===== config.mk =====
export PLATFORM = sky130hd
export DESIGN_NAME = serial_signed_comparator
export DESIGN_NICKNAME = d
export VERILOG_FILES = /design/src/rtl/serial_cmp_pkg.sv /design/src/rtl/serial_cmp_bit_step.sv /design/src/rtl/serial_signed_comparator.sv
export SDC_FILE = /design/constraint.sdc
export NUM_CORES = 1
export LEC_CHECK = 0
export BUFFER_PORTS_ARGS = -buffer_cell sky130_fd_sc_hd__buf_2
export CAP_MARGIN = 20
export CORE_MARGIN = 2
export CORE_UTILIZATION = 47
export DETAILED_ROUTE_END_ITERATION = 16
export PLACE_DENSITY_LB_ADDON = 0.3
export SLEW_MARGIN = 20
export SYNTH_ARGS = -nofsm -noshare
export SYNTH_HDL_FRONTEND = slang
export SYNTH_SLANG_ARGS = --single-unit

===== constraint.sdc =====
create_clock -name clk -period 1.4 [get_ports clk]
set_input_delay 0.21 -clock clk [delete_from_list [all_inputs] [get_ports clk]]
set_output_delay 0.21 -clock clk [all_outputs]
set_load 0.05 [all_outputs]

===== src/rtl/serial_cmp_pkg.sv =====
// serial_cmp_pkg: relation codes, FSM states and types shared by the serial comparator.
package serial_cmp_pkg;
  typedef logic [1:0] cmp_rel_t;
  localparam cmp_rel_t CMP_EQ = 2'b00;
  localparam cmp_rel_t CMP_LT = 2'b01;
  localparam cmp_rel_t CMP_GT = 2'b10;
  typedef enum logic [1:0] {IDLE, RUN, DONE} state_t;
endpackage


===== src/rtl/serial_cmp_bit_step.sv =====
// serial_cmp_bit_step: one LSB-first compare step; a differing bit overrides the relation so far.
module serial_cmp_bit_step
  import serial_cmp_pkg::*;
(
  input  cmp_rel_t prev,
  input  logic     a_bit,
  input  logic     b_bit,
  input  logic     is_sign_bit,
  output cmp_rel_t next
);
  // The sign bit carries negative weight, so a set A bit there means A is smaller.
  assign next = (a_bit == b_bit) ? prev : ((is_sign_bit ? a_bit : b_bit) ? CMP_LT : CMP_GT);
endmodule


===== src/rtl/serial_signed_comparator.sv =====
// serial_signed_comparator: bit-serial LSB-first two's-complement comparator with valid/ready handshakes.
// Defining SERIAL_CMP_UNSIGNED_EN adds an is_signed input selecting signed or unsigned compare.
module serial_signed_comparator
  import serial_cmp_pkg::*;
#(
  parameter int WIDTH = 16
) (
  input  logic             clk,
  input  logic             rst,
  input  logic             in_valid,
  output logic             in_ready,
  input  logic [WIDTH-1:0] a,
  input  logic [WIDTH-1:0] b,
`ifdef SERIAL_CMP_UNSIGNED_EN
  input  logic             is_signed,
`endif
  output logic             out_valid,
  input  logic             out_ready,
  output cmp_rel_t         ans,
  output logic             busy
);
  localparam int CW = $clog2(WIDTH);
  state_t state, next_state;
  logic [WIDTH-1:0] sa, sb;
  logic [CW-1:0] count;
  cmp_rel_t rel, step_rel;
  logic signed_q, last;
  assign last = count == CW'(WIDTH - 1);
  serial_cmp_bit_step u_step (
    .prev       (rel),
    .a_bit      (sa[0]),
    .b_bit      (sb[0]),
    .is_sign_bit(last && signed_q),
    .next       (step_rel)
  );
  always_ff @(posedge clk) begin
    if (rst) state <= IDLE;
    else state <= next_state;
  end
  always_comb begin
    next_state = state;
    in_ready = state == IDLE;
    out_valid = state == DONE;
    busy = state != IDLE;
    case (state)
      IDLE: next_state = in_valid ? RUN : IDLE;
      RUN: next_state = last ? DONE : RUN;
      DONE: next_state = out_ready ? IDLE : DONE;
      default: next_state = IDLE;
    endcase
  end
  always_ff @(posedge clk) begin
    if (rst) begin
      sa <= '0;
      sb <= '0;
      count <= '0;
      rel <= CMP_EQ;
      ans <= CMP_EQ;
      signed_q <= 1'b1;
    end else if (state == IDLE && in_valid) begin
      sa <= a;
      sb <= b;
      count <= '0;
      rel <= CMP_EQ;
`ifdef SERIAL_CMP_UNSIGNED_EN
      signed_q <= is_signed;
`else
      signed_q <= 1'b1;
`endif
    end else if (state == RUN) begin
      sa <= sa >> 1;
      sb <= sb >> 1;
      rel <= step_rel;
      count <= last ? count : count + 1'b1;
      if (last) ans <= step_rel;
    end
  end
endmodule


* Word-level counts from Yosys, hierarchy flattened
Cells that the tools add are included.
Word-level totals: word-level logic and storage cells 31, input port bits 36, flip-flop bits (word level) 42, output and inout bits 5
Operators by class: add/sub/neg operators 1, reduce and logical (&&, ||, !) cells 7, bitwise logic cells 2, equal/unequal tests 4, multiplexer cells 11
Operators with widths (number):
- $mux W16 | 4
- $mux W2 | 4
- $pmux W2 S3 | 1
- $add A4 B1 Y4 const B | 1
- $eq A4 B4 Y1 const B | 1
- $reduce_bool A2 Y1 | 2
- $reduce_and A3 Y1 | 1
- $eq A2 B1 Y1 const B | 1
- $eq A2 B2 Y1 const B | 1
- $logic_not A2 Y1 | 1
- $mux W1 | 2
- $not A1 Y1 | 2
- $reduce_and A2 Y1 | 1
- $reduce_or A2 Y1 | 1
- $eq A1 B1 Y1 | 1
- $logic_and A1 B1 Y1 | 1

* Logic depth before layout (Yosys ltp)
Gate-level depths: netlist of the first run.
word-level depth 4, mapped depth 5, mapped depth without buffers 4

* By module
A second synthesis of the first run with hierarchy kept.
Second synthesis, totals: cells, all modules 206, area total of the unflattened synthesis 1773.0 µm²
Modules (own cells, without submodules):
- serial_signed_comparator | times used 1, sequential area each 840.8 µm², cells each 196, area each 1717.9 µm²
- serial_cmp_bit_step | times used 1, sequential area each 0.0 µm², cells each 10, area each 55.1 µm²

* Worst setup path after synthesis of the first run
OpenSTA, ideal clock, no wires.
kind register to register, start register state[1], end register state[1], library setup time 0.058 ns, cell stages (with the launch flop) 4, setup slack -0.119 ns, path buffers 0, arrival 1.462 ns, period minus slack after synthesis 1.519 ns, required time 1.342 ns, cells stage by stage dfxtp_1 > nor2b_1 > nor2b_1 > o21a_1
On the way: longest elaborated chain between the ends 2, elaborated cells on any way between the ends 4, those cells by class eq/ne: 2; mux: 1; reduce/logical: 1
Ends and longest elaborated chain:
- start: declaration | line serial_signed_comparator.sv:23 | state_t state, next_state;
- start signal: assignment | line serial_signed_comparator.sv:38 | else state <= next_state;
- $eq A2 B2 Y1
- via out_valid | line serial_signed_comparator.sv:17 | output logic out_valid,
- $pmux W2 S3 | line serial_signed_comparator.sv:45 | case (state)
The timed path passes the listed nets, and every way through them passes these cells. A chain may end at the register's enable or synchronous reset.

* Worst setup path in the final report of the first run
start register state[1], end register count[3]
On the way: longest elaborated chain between the ends 3, elaborated cells on any way between the ends 5, those cells by class eq/ne: 1; reduce/logical: 4
Ends and longest elaborated chain:
- $logic_not A2 Y1 | line serial_signed_comparator.sv:60 | end else if (state == IDLE && in_valid) begin
- $logic_and A1 B1 Y1 | line serial_signed_comparator.sv:60
- $reduce_or A2 Y1 (no line)
- end signal: assignment | line serial_signed_comparator.sv:74 | count <= last ? count : count + 1'b1;
- end: declaration | line serial_signed_comparator.sv:25 | logic [CW-1:0] count;
Parallel ways exist; a longest one is shown, timed or not.

==> reports/metrics.cfg, run 1 <==
[run_status]
status = finished clean

[timing]
max_freq_ghz = 0.739
maxSlewViolCount = 0
period_share_pct = 96.7
tightestPinTransition_ps = 370
final-setup-viol-count = 0
fin_crit_ps = 1350
skew_ps = 3.04
hold_violations = 0
timing.setup.tns_ps = 0
slew_headroom_pct = 75.2

[die]
die_h_um = 65.6
start_util_pct = 48.7
core_um2 = 3660
die_x_um = 65.6
die-area_um2 = 4300
ios = 41
num_rows = 22

[finish]
design_area_um2 = 2270
fin_util_pct = 61.9
area_growth_pct = 27.2
num_antenna_cells = 0
drive_above_1_share_pct = 31.2
nNetsFinal = 289

[global_routing]
grtUsageMet1_pct = 24.9
grt_first_pass_wirelength_um = 6810
antenna_found_initial = 0
top_usage_layer = met2
gr-total-overflow = 0
grtUsageMet3_pct = 5.14
first_global_vias = 1551
grt_util_all_layers_pct = 20.6
grt.met2_usage_pct = 34.8
grt_max_degree = 34

[logic_synthesis]
synth_top_cell_by_area = dfxtp_1
yosys.area.top_type_share_pct = 47.2
synth_cells = 205
synth-warning-count = 0
synth-edff-count = 0
syn-num-nets = 242
synth_area_um2 = 1780
synth_area_leaders = dfxtp_1 47%, a22oi_1 13%, a21oi_1 10%
synthFlopType = dfxtp_1
synth_commonest_cells = 42 x dfxtp_1, 37 x a21oi_1, 34 x nand2_1
async_flop_share_pct = 0
synthMostInstantiatedCell = dfxtp_1
syn_area_per_cell_um2 = 8.69
yosys.cell_types.count = 37
synth-seq-cells = 42
synth_seq_area_share_pct = 47.2

[detailed_routing]
drc = 0
ant_nets = 0
drt_wl_total_um = 4110
firstDrtPassIters = 4
drt_iter0_drc = 101
avgRoutedWirePerCell_um = 13.7
dr_total_vias = 1668
viasPerCell = 5.54

[clock_network]
clockBufferDepth = 2
clk_latency_ps = 290
htreeDepth = 2
cts_made_buffers = 5
cts_hold_buf = 0
clockRootBuffer = clkbuf_8
clkSinkCount = 42
cts_tree = done
path_clk_slew_ps = 80

[placed_design]
port_buffers = 40
post_dp_cell_area_um2 = 2090
dp_hpwl_um = 2740
gp_congestion = 0.893

[power_and_ir_drop]
p_per_area_nw_per_um2 = 1140
ir_worst_vdd_uv = 963
power_mw = 2.59
p_leak_nw = 0.879

[worst_setup_path]
crit_required_ps = 1620
cp_max_fo = 6
worstPathArrival_ps = 1570
crit_path_start_kind = register
r2r_cells = 4
critical_path_class = register to register
crit_path_end_kind = register

[min_path]
hold_class = primary input to register
whs_path_depth = 3

[run]
drv_cap = 0

==> worst max-delay path, cell delays in order, from the launching register on <==
cell and delay (ps):
dfxtp_4 360, buf_4 140, nand2b_1 230, or3_1 380, a21oi_1 160
==> registers in the layout (all words and copies together), names as in the netlist <==
| signal | cells |
|---|---|
| ans | 2 |
| count | 4 |
| rel | 2 |
| sa | 16 |
| sb | 16 |
| state | 2 |
==> cells by family after synthesis <==
logic type | share of synthesized area (%)
buffers and inverters | 5.34
AO/OA/AOI/OAI | 30.5
AND/OR/NAND/NOR | 16.3
adder cells (fa/ha/maj) | 0.702
flip-flops | 47.2
==> metrics by stage <==
step,setup slack [ps],hold slack (ps),std cells
2_1_floorplan,14.0,346,205
3_3_place_gp,35.5,442,289
3_5_place_dp,-13.3,446,289
4_1_cts,3.70,149,299
5_1_grt,-2.32,161,301
6_report,46.7,161,301
==> cells in the final DEF, fill, tap and decap left out, types with 4 or more instances in the layout <==
| cell type | Yosys | final |
|---|---|---|
| clkbuf_8 | 0 | 5 |
| dfxtp_1 | 42 | 37 |
| a22oi_1 | 30 | 30 |
| nor2_1 | 4 | 4 |
| buf_2 | 7 | 38 |
| nand2_1 | 34 | 34 |
| buf_4 | 2 | 15 |
| nand3_1 | 5 | 5 |
| a21oi_1 | 37 | 37 |
==> where the power goes <==
group,total (mW),internal [mW],switching (mW)
sequential,1.30,1.26,0.0447
combinational,0.360,0.168,0.192
clock,0.925,0.533,0.392
==> layer usage <==
| metal | wire length [um] | vias up |
|---|---|---|
| li1 | - | 840 |
| met4 | 42 | 0 |
| met5 | 0 | - |
| met2 | 2040 | 49 |
| met3 | 224 | 5 |
| met1 | 1810 | 774 |
==> final timing paths <==
path         startpoint        to  slack, ps
max            state[1]  count[3]         50
min               a[15]    sa[15]        160
max reg2reg    state[1]  count[3]         50
min reg2reg      sb[10]    sb[10]        450
==> final cells by class <==
cell class | count | area (um2)
Inverter | 3 | 11.3
Sequential cell | 42 | 852
Multi-Input combinational cell | 144 | 880
Tap cell | 48 | 60.1
Clock buffer | 7 | 76.3
Timing Repair Buffer | 56 | 358
Fill cell | 319 | 1390
Clock inverter | 1 | 30.0
==> what timing repair did <==
item	in CTS	in global routing
gates resized for setup	9	7
pin swaps	2	2
setup buffers	2	2
endpoints found under the setup margin	12	5
(Power assumes the default switching activity.)
==> run 2: changes to the inputs <==
==> constraint.sdc (replaced) <==
create_clock -name clk -period 1.4 [get_ports clk]
set_input_delay 0.21 -clock clk [delete_from_list [all_inputs] [get_ports clk]]
set_output_delay 0.21 -clock clk [all_outputs]
set_load 0.1 [all_outputs]
==> run 2 against run 1 <==
  * The flow now finishes with violations (setup timing)
  * Worst hold slack got worse by 3.6 ps
  * Combinational power grew 25%
  * Total power rose by 2.5%
  * Critical path depth increased by 2
  * Setup slack got worse by 67 ps
  * First-iteration DRC count rose by 23%
  * Die area is the same
  * Final area is 5.5% higher
  * Core utilization is 3.4 points higher
  * Routed wire length grew 9.2%
  * Critical path type unchanged
  * Largest power group unchanged
==> reports/metrics.cfg, run 2 (synthesized netlist as in run 1, its figures left out) <==
[clock_network]
htreeDepth = 2
path_clk_slew_ps = 80
clockBufferDepth = 2
clkSinkCount = 42
clk_latency_ps = 300
cts_made_buffers = 5
cts_tree = done
clockRootBuffer = clkbuf_8

[die]
die_h_um = 65.6
die_x_um = 65.6
start_util_pct = 48.7
die-area_um2 = 4300
core_um2 = 3660
num_rows = 22
ios = 41

[power_and_ir_drop]
p_sw_share_pct = 25.8
p_comb_share_pct = 16.9
seqPwrFrac_pct = 49.0
p_switching_uw = 685
ir_worst_vdd_uv = 751
power_frac_clock_pct = 34.1
p_per_area_nw_per_um2 = 1110
p_leak_nw = 0.920
p_int_mw = 1.97

[detailed_routing]
firstDrtPassIters = 4
drc = 0
drt_wl_total_um = 4490
avgRoutedWirePerCell_um = 14.8
viasPerCell = 5.60
ant_nets = 0
drt_iter0_drc = 124
dr_total_vias = 1697

[worst_setup_path]
worstPathArrival_ps = 1650
critical_path_class = register to register
crit_path_end_kind = register
cp_max_fo = 15
crit_path_start_kind = register
crit_required_ps = 1620

[finish]
final_cell_mix = 37 x a21oi_1, 37 x dfxtp_1, 37 x buf_2
area_growth_pct = 34.3
reg_top3 = sa (16), sb (16), count (4)
stdcell_count = 303
n_fill_cell = 315
drive_above_1_share_pct = 33.3
nNetsFinal = 292
num_antenna_cells = 0

[placed_design]
placedCellCount = 287
port_buffers = 40
dp_hpwl_um = 2660
gp_congestion = 0.862
place_ws_ps = -5.18

[run_status]
status = finished, violations left
violations = setup timing

[timing]
hold_violations = 0
hold_slack_ps = 158
skew_ps = 8.15
rsz0062_at_grt = yes
final-setup-viol-count = 1
slew_headroom_pct = 67.9
tightestPinTransition_ps = 484
timing.setup.tns_ps = -20.5
max_freq_ghz = 0.704
maxSlewViolCount = 0
fin_crit_ps = 1420
timing.final.ws_setup_ps = -20.5
period_share_pct = 101

[global_routing]
grt_util_all_layers_pct = 20.8
grt_first_pass_wirelength_um = 6890
gr-total-overflow = 0
grt_max_degree = 31
first_global_vias = 1564
antenna_found_initial = 0

[run]
drv_cap = 0

[min_path]
hold_class = primary input to register

## run 2: final cells by class
type	count	area [um2]	share of cell area, %
clock buffer	7	108	4.50
inverter	3	15.0	0.628
multi-input combinational	144	902	37.7
sequential	42	852	35.6
tap	48	60.1	2.51
timing repair buffer	59	455	19.0
## run 2: metal layers
metal | track usage [%] | wire length (um) | up-vias
met3 | 5.48 | 287 | 9
met5 | 0 | 0 | -
met1 | 25.3 | 1980 | 781
met4 | 9.90 | 85 | 0
li1 | - | - | 844
met2 | 34.2 | 2140 | 63
## run 2: power by group through the flow
stage / combinational (mW) / clock, mW / sequential [mW]
6_report: 0.450 / 0.905 / 1.30
5_1_grt: 0.493 / 0.980 / 1.31
4_1_cts: 0.394 / 0.911 / 1.30
3_5_place_dp: 0.380 / 0 / 1.33
3_3_place_gp: 0.377 / 0 / 1.33
2_1_floorplan: 0.244 / 0 / 1.32
## run 2: worst max-delay path, stage by stage (launching register included)
cell and delay, ps:
dfxtp_4 350, buf_4 150, nor3b_4 250, buf_6 160
clkbuf_16 160, a22oi_1 110, a21oi_1 160
## run 2: repair_timing
action                                  4_1_cts  5_1_grt
endpoints found under the hold margin         0        0
gates resized for setup                       3        9
cloned                                        0        2
endpoints found under the setup margin        3       19
pin swaps                                     0        2
hold buffers                                  0        0
setup buffers                                 3        4
## run 2: metrics by stage
step           power [mW]  utilization, %  instance area (um2)
3_3_place_gp         1.71            58.4                 2140
6_report             2.65            65.3                 2390
4_1_cts              2.60            62.3                 2280
5_1_grt              2.78            65.3                 2390
3_5_place_dp         1.71            58.4                 2140
2_1_floorplan        1.57               -                 1800
## run 2: worst paths after layout
path	startpoint	end	slack, ps	cells after the start
worst max-delay path	state[0]	sa[0]	-20	6
worst min-delay path	a[15]	sa[15]	160	3
worst max register to register	state[0]	sa[0]	-20	6
worst min register to register	sa[9]	sa[9]	460	2
